===== src/rtl/cache_refill_pkg.sv =====
// Shared types and helpers for the cache refill engine.
// The optional victim writeback path is enabled by defining CACHE_WRITEBACK_EN.
package cache_refill_pkg;

  localparam int LINE_WORDS = 4;

  typedef enum logic [2:0] {
    IDLE,
    WB,
    RD_REQ,
    RD_WAIT,
    FILL
  } refill_state_t;

  // Builds the bus word address {tag, idx, word, 2'b00} from zero-extended fields.
  function automatic logic [31:0] compose_addr(input logic [31:0] tag,
                                               input logic [31:0] idx,
                                               input logic [31:0] word,
                                               input int          idx_w,
                                               input int          word_w);
    return ((((tag << idx_w) | idx) << word_w) | word) << 2;
  endfunction

endpackage


===== src/rtl/refill_buf.sv =====
// Word-addressed line buffer for the refill engine: whole-line load,
// single-word write, a word read port for writeback, and the full line.
module refill_buf #(
  parameter int LINE_WORDS = 4,
  parameter int WSEL_W     = $clog2(LINE_WORDS)
) (
  input  logic                    clk,
  input  logic                    rst,
  input  logic                    load_i,
  input  logic [32*LINE_WORDS-1:0] load_line_i,
  input  logic                    wr_en_i,
  input  logic [WSEL_W-1:0]       wr_idx_i,
  input  logic [31:0]             wr_data_i,
  input  logic [WSEL_W-1:0]       rd_idx_i,
  output logic [31:0]             rd_data_o,
  output logic [32*LINE_WORDS-1:0] line_o
);

  logic [31:0] words_q [LINE_WORDS];

  always_ff @(posedge clk) begin
    if (rst) begin
      for (int i = 0; i < LINE_WORDS; i++) words_q[i] <= '0;
    end else if (load_i) begin
      for (int i = 0; i < LINE_WORDS; i++) words_q[i] <= load_line_i[32*i +: 32];
    end else if (wr_en_i) begin
      words_q[wr_idx_i] <= wr_data_i;
    end
  end

  assign rd_data_o = words_q[rd_idx_i];

  for (genvar g = 0; g < LINE_WORDS; g++) begin : g_line
    assign line_o[32*g +: 32] = words_q[g];
  end

endmodule


===== src/rtl/cache_refill.sv =====
// Cache miss engine: optional dirty-victim writeback, word-by-word line fetch,
// then one set write. Writeback exists only when CACHE_WRITEBACK_EN is defined.
module cache_refill
  import cache_refill_pkg::*;
#(
  parameter int TAG_W      = 22,
  parameter int IDX_W      = 6,
  parameter int LINE_WORDS = cache_refill_pkg::LINE_WORDS
) (
  input  logic                    clk,
  input  logic                    rst,
  input  logic                    start,
  input  logic [IDX_W-1:0]        req_idx,
  input  logic [TAG_W-1:0]        req_ctag,
  input  logic                    vic_dirty,
  input  logic [TAG_W-1:0]        vic_ctag,
  input  logic [32*LINE_WORDS-1:0] vic_data,
  output logic                    busy,
  output logic                    done,
  output logic [IDX_W-1:0]        set_idx,
  output logic                    set_we,
  output logic                    set_wp,
  output logic                    set_wd,
  output logic [TAG_W-1:0]        set_ctag_w,
  output logic [32*LINE_WORDS-1:0] set_data_w,
  output logic                    mem_req,
  output logic                    mem_we,
  output logic [31:0]             mem_addr,
  output logic [31:0]             mem_wdata,
  input  logic                    mem_ready,
  input  logic                    mem_rvalid,
  input  logic [31:0]             mem_rdata
);

  localparam int WSEL_W = $clog2(LINE_WORDS);
  localparam logic [WSEL_W-1:0] LAST = WSEL_W'(LINE_WORDS - 1);

  refill_state_t     state_q;
  logic [WSEL_W-1:0] cnt_q;
  logic [WSEL_W-1:0] cnt_inc;
  logic [IDX_W-1:0]  idx_q;
  logic [TAG_W-1:0]  ctag_q;
  logic              busy_q, done_q, set_we_q, mem_req_q, mem_we_q;
  logic [31:0]       mem_addr_q, mem_wdata_q;

  logic                     buf_wr, buf_load;
  logic [32*LINE_WORDS-1:0] buf_load_line;
  logic [WSEL_W-1:0]        buf_rd_idx;
  logic [31:0]              buf_rd;

  assign cnt_inc = cnt_q + WSEL_W'(1);
  assign buf_wr  = (state_q == RD_WAIT) && mem_rvalid;

`ifdef CACHE_WRITEBACK_EN
  logic [TAG_W-1:0] vtag_q;
  // The victim line is parked in the fill buffer; it is fully drained before the first read lands.
  assign buf_load      = (state_q == IDLE) && start && vic_dirty;
  assign buf_load_line = vic_data;
  assign buf_rd_idx    = cnt_inc;
`else
  logic unused_vic;
  assign unused_vic    = ^{vic_dirty, vic_ctag, vic_data, buf_rd};
  assign buf_load      = 1'b0;
  assign buf_load_line = '0;
  assign buf_rd_idx    = '0;
`endif

  refill_buf #(
    .LINE_WORDS (LINE_WORDS),
    .WSEL_W     (WSEL_W)
  ) u_buf (
    .clk         (clk),
    .rst         (rst),
    .load_i      (buf_load),
    .load_line_i (buf_load_line),
    .wr_en_i     (buf_wr),
    .wr_idx_i    (cnt_q),
    .wr_data_i   (mem_rdata),
    .rd_idx_i    (buf_rd_idx),
    .rd_data_o   (buf_rd),
    .line_o      (set_data_w)
  );

  // Bus outputs are set up one cycle ahead, on the transition into the state that presents them.
  always_ff @(posedge clk) begin
    if (rst) begin
      state_q     <= IDLE;
      cnt_q       <= '0;
      idx_q       <= '0;
      ctag_q      <= '0;
      busy_q      <= 1'b0;
      done_q      <= 1'b0;
      set_we_q    <= 1'b0;
      mem_req_q   <= 1'b0;
      mem_we_q    <= 1'b0;
      mem_addr_q  <= '0;
      mem_wdata_q <= '0;
`ifdef CACHE_WRITEBACK_EN
      vtag_q      <= '0;
`endif
    end else begin
      case (state_q)
        IDLE: begin
          if (start) begin
            idx_q     <= req_idx;
            ctag_q    <= req_ctag;
            cnt_q     <= '0;
            busy_q    <= 1'b1;
            mem_req_q <= 1'b1;
`ifdef CACHE_WRITEBACK_EN
            vtag_q    <= vic_ctag;
            if (vic_dirty) begin
              state_q     <= WB;
              mem_we_q    <= 1'b1;
              mem_addr_q  <= compose_addr(32'(vic_ctag), 32'(req_idx), 32'd0, IDX_W, WSEL_W);
              mem_wdata_q <= vic_data[31:0];
            end else begin
              state_q     <= RD_REQ;
              mem_we_q    <= 1'b0;
              mem_addr_q  <= compose_addr(32'(req_ctag), 32'(req_idx), 32'd0, IDX_W, WSEL_W);
            end
`else
            state_q    <= RD_REQ;
            mem_we_q   <= 1'b0;
            mem_addr_q <= compose_addr(32'(req_ctag), 32'(req_idx), 32'd0, IDX_W, WSEL_W);
`endif
          end
        end
`ifdef CACHE_WRITEBACK_EN
        WB: begin
          if (mem_ready) begin
            if (cnt_q == LAST) begin
              cnt_q       <= '0;
              state_q     <= RD_REQ;
              mem_we_q    <= 1'b0;
              mem_wdata_q <= '0;
              mem_addr_q  <= compose_addr(32'(ctag_q), 32'(idx_q), 32'd0, IDX_W, WSEL_W);
            end else begin
              cnt_q       <= cnt_inc;
              mem_wdata_q <= buf_rd;
              mem_addr_q  <= compose_addr(32'(vtag_q), 32'(idx_q), 32'(cnt_inc), IDX_W, WSEL_W);
            end
          end
        end
`endif
        RD_REQ: begin
          if (mem_ready) begin
            state_q   <= RD_WAIT;
            mem_req_q <= 1'b0;
          end
        end
        RD_WAIT: begin
          if (mem_rvalid) begin
            if (cnt_q == LAST) begin
              state_q  <= FILL;
              set_we_q <= 1'b1;
              done_q   <= 1'b1;
            end else begin
              cnt_q      <= cnt_inc;
              state_q    <= RD_REQ;
              mem_req_q  <= 1'b1;
              mem_addr_q <= compose_addr(32'(ctag_q), 32'(idx_q), 32'(cnt_inc), IDX_W, WSEL_W);
            end
          end
        end
        FILL: begin
          state_q  <= IDLE;
          set_we_q <= 1'b0;
          done_q   <= 1'b0;
          busy_q   <= 1'b0;
        end
        default: state_q <= IDLE;
      endcase
    end
  end

  assign busy       = busy_q;
  assign done       = done_q;
  assign set_we     = set_we_q;
  assign set_wp     = 1'b1;
  assign set_wd     = 1'b0;
  assign set_idx    = idx_q;
  assign set_ctag_w = ctag_q;
  assign mem_req    = mem_req_q;
  assign mem_we     = mem_we_q;
  assign mem_addr   = mem_addr_q;
  assign mem_wdata  = mem_wdata_q;

endmodule

===== config.mk =====
export PLATFORM = sky130hd
export DESIGN_NAME = cache_refill
export DESIGN_NICKNAME = d
export VERILOG_FILES = /design/src/rtl/cache_refill_pkg.sv /design/src/rtl/refill_buf.sv /design/src/rtl/cache_refill.sv
export SDC_FILE = /design/constraint.sdc
export NUM_CORES = 1
export LEC_CHECK = 0
export CORE_AREA = 3 3 173 175
export CTS_CLUSTER_DIAMETER = 30
export DETAILED_ROUTE_END_ITERATION = 8
export DIE_AREA = 0 0 176 178
export GPL_TIMING_DRIVEN = 1
export PLACE_DENSITY = 0.57
export SLEW_MARGIN = 20
export SYNTH_ARGS = -nofsm -noshare
export SYNTH_HDL_FRONTEND = slang
export SYNTH_SLANG_ARGS = --single-unit

===== constraint.sdc =====
create_clock -name clk -period 2.3 [get_ports clk]
set_input_delay 0.46 -clock clk [delete_from_list [all_inputs] [get_ports clk]]
set_output_delay 0.46 -clock clk [all_outputs]
set_load 0.005 [all_outputs]

==> impl.org <==
** Worst setup path
- The worst register-to-register path begins at state_q[0].
- In this run the worst path has a maximum fanout of 7.
- Crit Path Class :: reg2out
- Data required time at the worst endpoint :: 1.84 ns
- STA classifies the critical path startpoint as a flop.
- Data arrives at the worst endpoint at 1.49 ns.
- The worst register-to-register path ends at u_buf.words_q[2][5].
- STA classifies the critical path endpoint as an output pin.
- Register-to-register setup slack :: 0.49 ns
- Measured in cells, the most critical reg-to-reg path has a length of 4.

** Floorplanning
- In this run the count of I/O pins placed on the die edge is 443.
- The die is 176 µm wide.
- The die is 178 µm tall.
- The die covers 31330 µm².
- The floorplan has 62 rows.
- The initial utilization of the core area, before any placement, comes to 0.2722.
- Total core area :: 28630 µm²

** Route
- Routed WL :: 21620 µm
- For this run, design rule violations remaining after detail routing come to 0.
- In this run the remaining antenna-violating nets after routing total 0.
- Via count :: 5430
- Routed length per placed instance :: 17.01 µm
- First DRT Iteration DRCs :: 317
- Dividing the detail-routed via count by the number of cells gives 4.272.
- Number of iterations in the first detailed-routing pass :: 4

** Cells and area
- Fraction of final layout cells sized beyond drive strength 1 :: 0.08455
- In the final design database the tool counted 1091 nets.
- Layout-stage area growth over the synthesis result :: 47.17%
- Inserted Diodes :: 0
- Number of fillers in the final layout :: 2734
- Total area of multi-input combinational cells :: 2306 µm²
- Register area :: 5125 µm²

** Synthesis
- Netlist cell types :: 37
- Synthesized area divided by synthesized cell count :: 12.63 µm²
- Number of storage elements in the synthesis netlist :: 192
- Among all flip-flop cells after synthesis, the most frequent one is sky130_fd_sc_hd__edfxtp_1.
- Area of the mapped netlist :: 7791 µm²
- Of the post-synthesis cell area, the dominant cell type holds 0.4933.
- Dominant cell type by area after synthesis :: sky130_fd_sc_hd__edfxtp_1
- Counting flops with a built-in enable in the synthesized netlist gives 128.
- Share of synthesized flip-flops with an asynchronous set or reset :: 0
- Synthesis handed over a netlist of 617 instances.
- Sequential fraction of the synthesis area :: 0.6578
- Yosys attributes the largest share of cell area to sky130_fd_sc_hd__edfxtp_1 49%, sky130_fd_sc_hd__dfxtp_1 16%, sky130_fd_sc_hd__and2_1 10%.
- Yosys warning count :: 0

** Worst hold path
- Hold Crit Depth :: 2
- The path with the worst hold slack has its endpoint at set_ctag_w[12].
- The worst hold path begins at set_ctag_w[12].
- The worst hold path belongs to the class reg2reg.

** CTS
- In this run the post-CTS setup repair buffer count came out at 0.
- Hold repair after CTS inserted 0 buffers.
- Clock-pin transition on the worst setup and hold timing paths :: 0.07 ns
- The longest clock path from root to sink contains 2 buffers.
- In this run the clock root is driven by a sky130_fd_sc_hd__clkbuf_16.
- Number of gates resized after cts :: 0
- Number of clock sinks :: 192
- Number of H-tree branching levels :: 4
- In this run, CTS created clock tree buffers numbering 17.
- CTS tree :: done
- At the later pin of the worst-skew pair, clock insertion delay measures 0.43 ns.

** Global routing
- Total global-route track usage :: 0.1341
- For this run the aggregate overflow at the end of global routing stands at 0.
- Entering global routing, the biggest net connects 51 pins.
- The number of antenna violations at the first check in global routing came to 1.
- The first global-routing pass estimated 31950 µm of wire.
- Number of global-route vias before repair :: 5267

** Power
- Pwr Density :: 695.0 nW/µm²
- Across the VDD grid, the largest voltage drop is 0.4251 mV.
- The design draws 0.007969 W.
- Static leakage power :: 4.410 nW

** STA
- Headroom to the max-slew limit :: 0.6812
- Summed negative setup slack over all endpoints :: 0 ns
- For the pin with the worst max-slew slack, the measured transition is 0.4662 ns.
- Final count of hold timing violations :: 0
- Peak clock frequency supported by timing :: 0.5133 GHz
- The total count of max-transition violations in the final report was 0.
- Counting I/O delays and the setup requirement, the final critical path takes 1.948 ns.
- Maximum clock skew at final layout :: 0.01390 ns
- Fraction of the cycle the final worst path needs :: 0.8470
- Final-report setup violation count :: 0
- Setup repair after global routing left no endpoint under its margin.

** Placement
- The HPWL after detailed placement is 14340 µm.
- Routability congestion estimate :: 0.7288
- The count of buffers added on input and output ports is 254.

** Outcome
- The run finished with clean final reports.

** Run
- Max-cap violations in this run came to 0.
==> registers in the layout, summed over array words and instances, names as in the netlist <==
| register | flops |
|---|---|
| busy | 1 |
| state_q | 3 |
| mem_req | 1 |
| set_we | 1 |
| mem_addr | 29 |
| set_idx | 6 |
| set_ctag_w | 22 |
| u_buf.words_q | 128 |
| cnt_q | 1 |
==> worst max path at each step <==
stage                           start              endpoint  slack (ns)
after floorplan                   rst   u_buf.words_q[0][0]        0.12
after global placement     mem_rvalid  u_buf.words_q[1][24]        0.13
after detailed placement   mem_rvalid  u_buf.words_q[1][21]        0.12
after CTS                 mem_addr[3]           mem_addr[3]        0.31
after global routing      mem_addr[3]           mem_addr[3]        0.27
final                     mem_addr[3]           mem_addr[3]        0.35
==> final cells by class <==
| cell class | instances | area share |
|---|---|---|
| Multi-Input combinational cell | 376 | 0.2011 |
| Sequential cell | 192 | 0.4470 |
| Tap cell | 384 | 0.04190 |
| Clock inverter | 14 | 0.01713 |
| Inverter | 4 | 0.001309 |
| Clock buffer | 18 | 0.03928 |
| Timing Repair Buffer | 283 | 0.2523 |
==> layout by cell type, fill, tap and decap left out, types with 2 or more instances in the layout <==
cell,netlist,layout
sky130_fd_sc_hd__buf_12,0,11
sky130_fd_sc_hd__clkbuf_16,0,18
sky130_fd_sc_hd__a21oi_1,30,29
sky130_fd_sc_hd__a221oi_1,29,29
sky130_fd_sc_hd__or2_2,2,2
sky130_fd_sc_hd__inv_1,4,4
sky130_fd_sc_hd__nand3b_1,2,2
sky130_fd_sc_hd__conb_1,2,37
sky130_fd_sc_hd__inv_6,0,3
sky130_fd_sc_hd__nor2_1,34,33
sky130_fd_sc_hd__clkinv_8,0,5
sky130_fd_sc_hd__buf_4,41,18
sky130_fd_sc_hd__dfxtp_1,64,64
sky130_fd_sc_hd__nand2b_1,2,2
sky130_fd_sc_hd__a31oi_1,2,2
sky130_fd_sc_hd__nor3_1,2,2
sky130_fd_sc_hd__nor4_4,3,3
sky130_fd_sc_hd__and2_1,128,128
sky130_fd_sc_hd__clkdlybuf4s50_1,0,253
sky130_fd_sc_hd__inv_8,0,3
sky130_fd_sc_hd__mux2i_1,31,31
sky130_fd_sc_hd__nand2_1,57,57
sky130_fd_sc_hd__edfxtp_1,128,128
sky130_fd_sc_hd__a41o_2,0,2
==> metal layers <==
layer,up-vias,global-route usage,routed length [µm]
met3,22,0.04491,1941
met4,2,0.03926,322
met2,246,0.2237,10300
met5,-,0,13
li1,2593,-,-
met1,2567,0.1657,9045
==> kinds of logic (layout without fill, tap and decap cells) <==
family          Yosys count  after routing  synth area share
flops                   192            192            0.6578
compound gates           66             66           0.05926
mux                      32             32           0.04127
buf+inv                  84            319           0.06632
other cells               2             37         0.0009639
simple gates            240            240            0.1728
fa+ha+maj                 1              1          0.001606
==> per-stage QoR <==
| stage | instance area, µm² | utilization | cells | hold WS, ns | setup slack, ns |
|---|---|---|---|---|---|
| 5_1_grt | 11470 | 0.4006 | 1271 | 0.4907 | 0.2730 |
| 3_3_place_gp | 10820 | 0.3780 | 1239 | 0.4558 | 0.1308 |
| 4_1_cts | 11470 | 0.4006 | 1271 | 0.4687 | 0.3110 |
| 2_1_floorplan | 7923 | - | 652 | 0.4634 | 0.1196 |
| 3_5_place_dp | 10820 | 0.3780 | 1239 | 0.4592 | 0.1180 |
| 6_report | 11470 | 0.4006 | 1271 | 0.4677 | 0.3518 |
==> critical path, cell delays in order (launching register included) <==
cell and delay [ns]:
sky130_fd_sc_hd__dfxtp_1 0.33, sky130_fd_sc_hd__buf_4 0.17, sky130_fd_sc_hd__clkdlybuf4s50_1 0.56
==> power breakdown <==
part | total, W | internal (W) | leakage (nW) | switching (W)
Clock | 0.00319 | 0.00166 | 0.314 | 0.00154
Combinational | 0.000878 | 0.000497 | 2.25 | 0.000381
Sequential | 0.00390 | 0.00382 | 1.85 | 0.0000731
Total | 0.00797 | 0.00598 | 4.41 | 0.00199
==> cells in the mapped netlist, types with 3 or more instances <==
library cell,number
sky130_fd_sc_hd__and2_1,128
sky130_fd_sc_hd__edfxtp_1,128
sky130_fd_sc_hd__dfxtp_1,64
sky130_fd_sc_hd__nand2_1,57
sky130_fd_sc_hd__buf_4,41
sky130_fd_sc_hd__nor2_1,34
sky130_fd_sc_hd__mux2i_1,31
sky130_fd_sc_hd__a21oi_1,30
sky130_fd_sc_hd__a221oi_1,29
sky130_fd_sc_hd__buf_2,17
sky130_fd_sc_hd__clkbuf_1,11
sky130_fd_sc_hd__clkbuf_2,9
sky130_fd_sc_hd__inv_1,4
sky130_fd_sc_hd__nor4_4,3
Note: power is estimated with default switching activity, not from simulation.
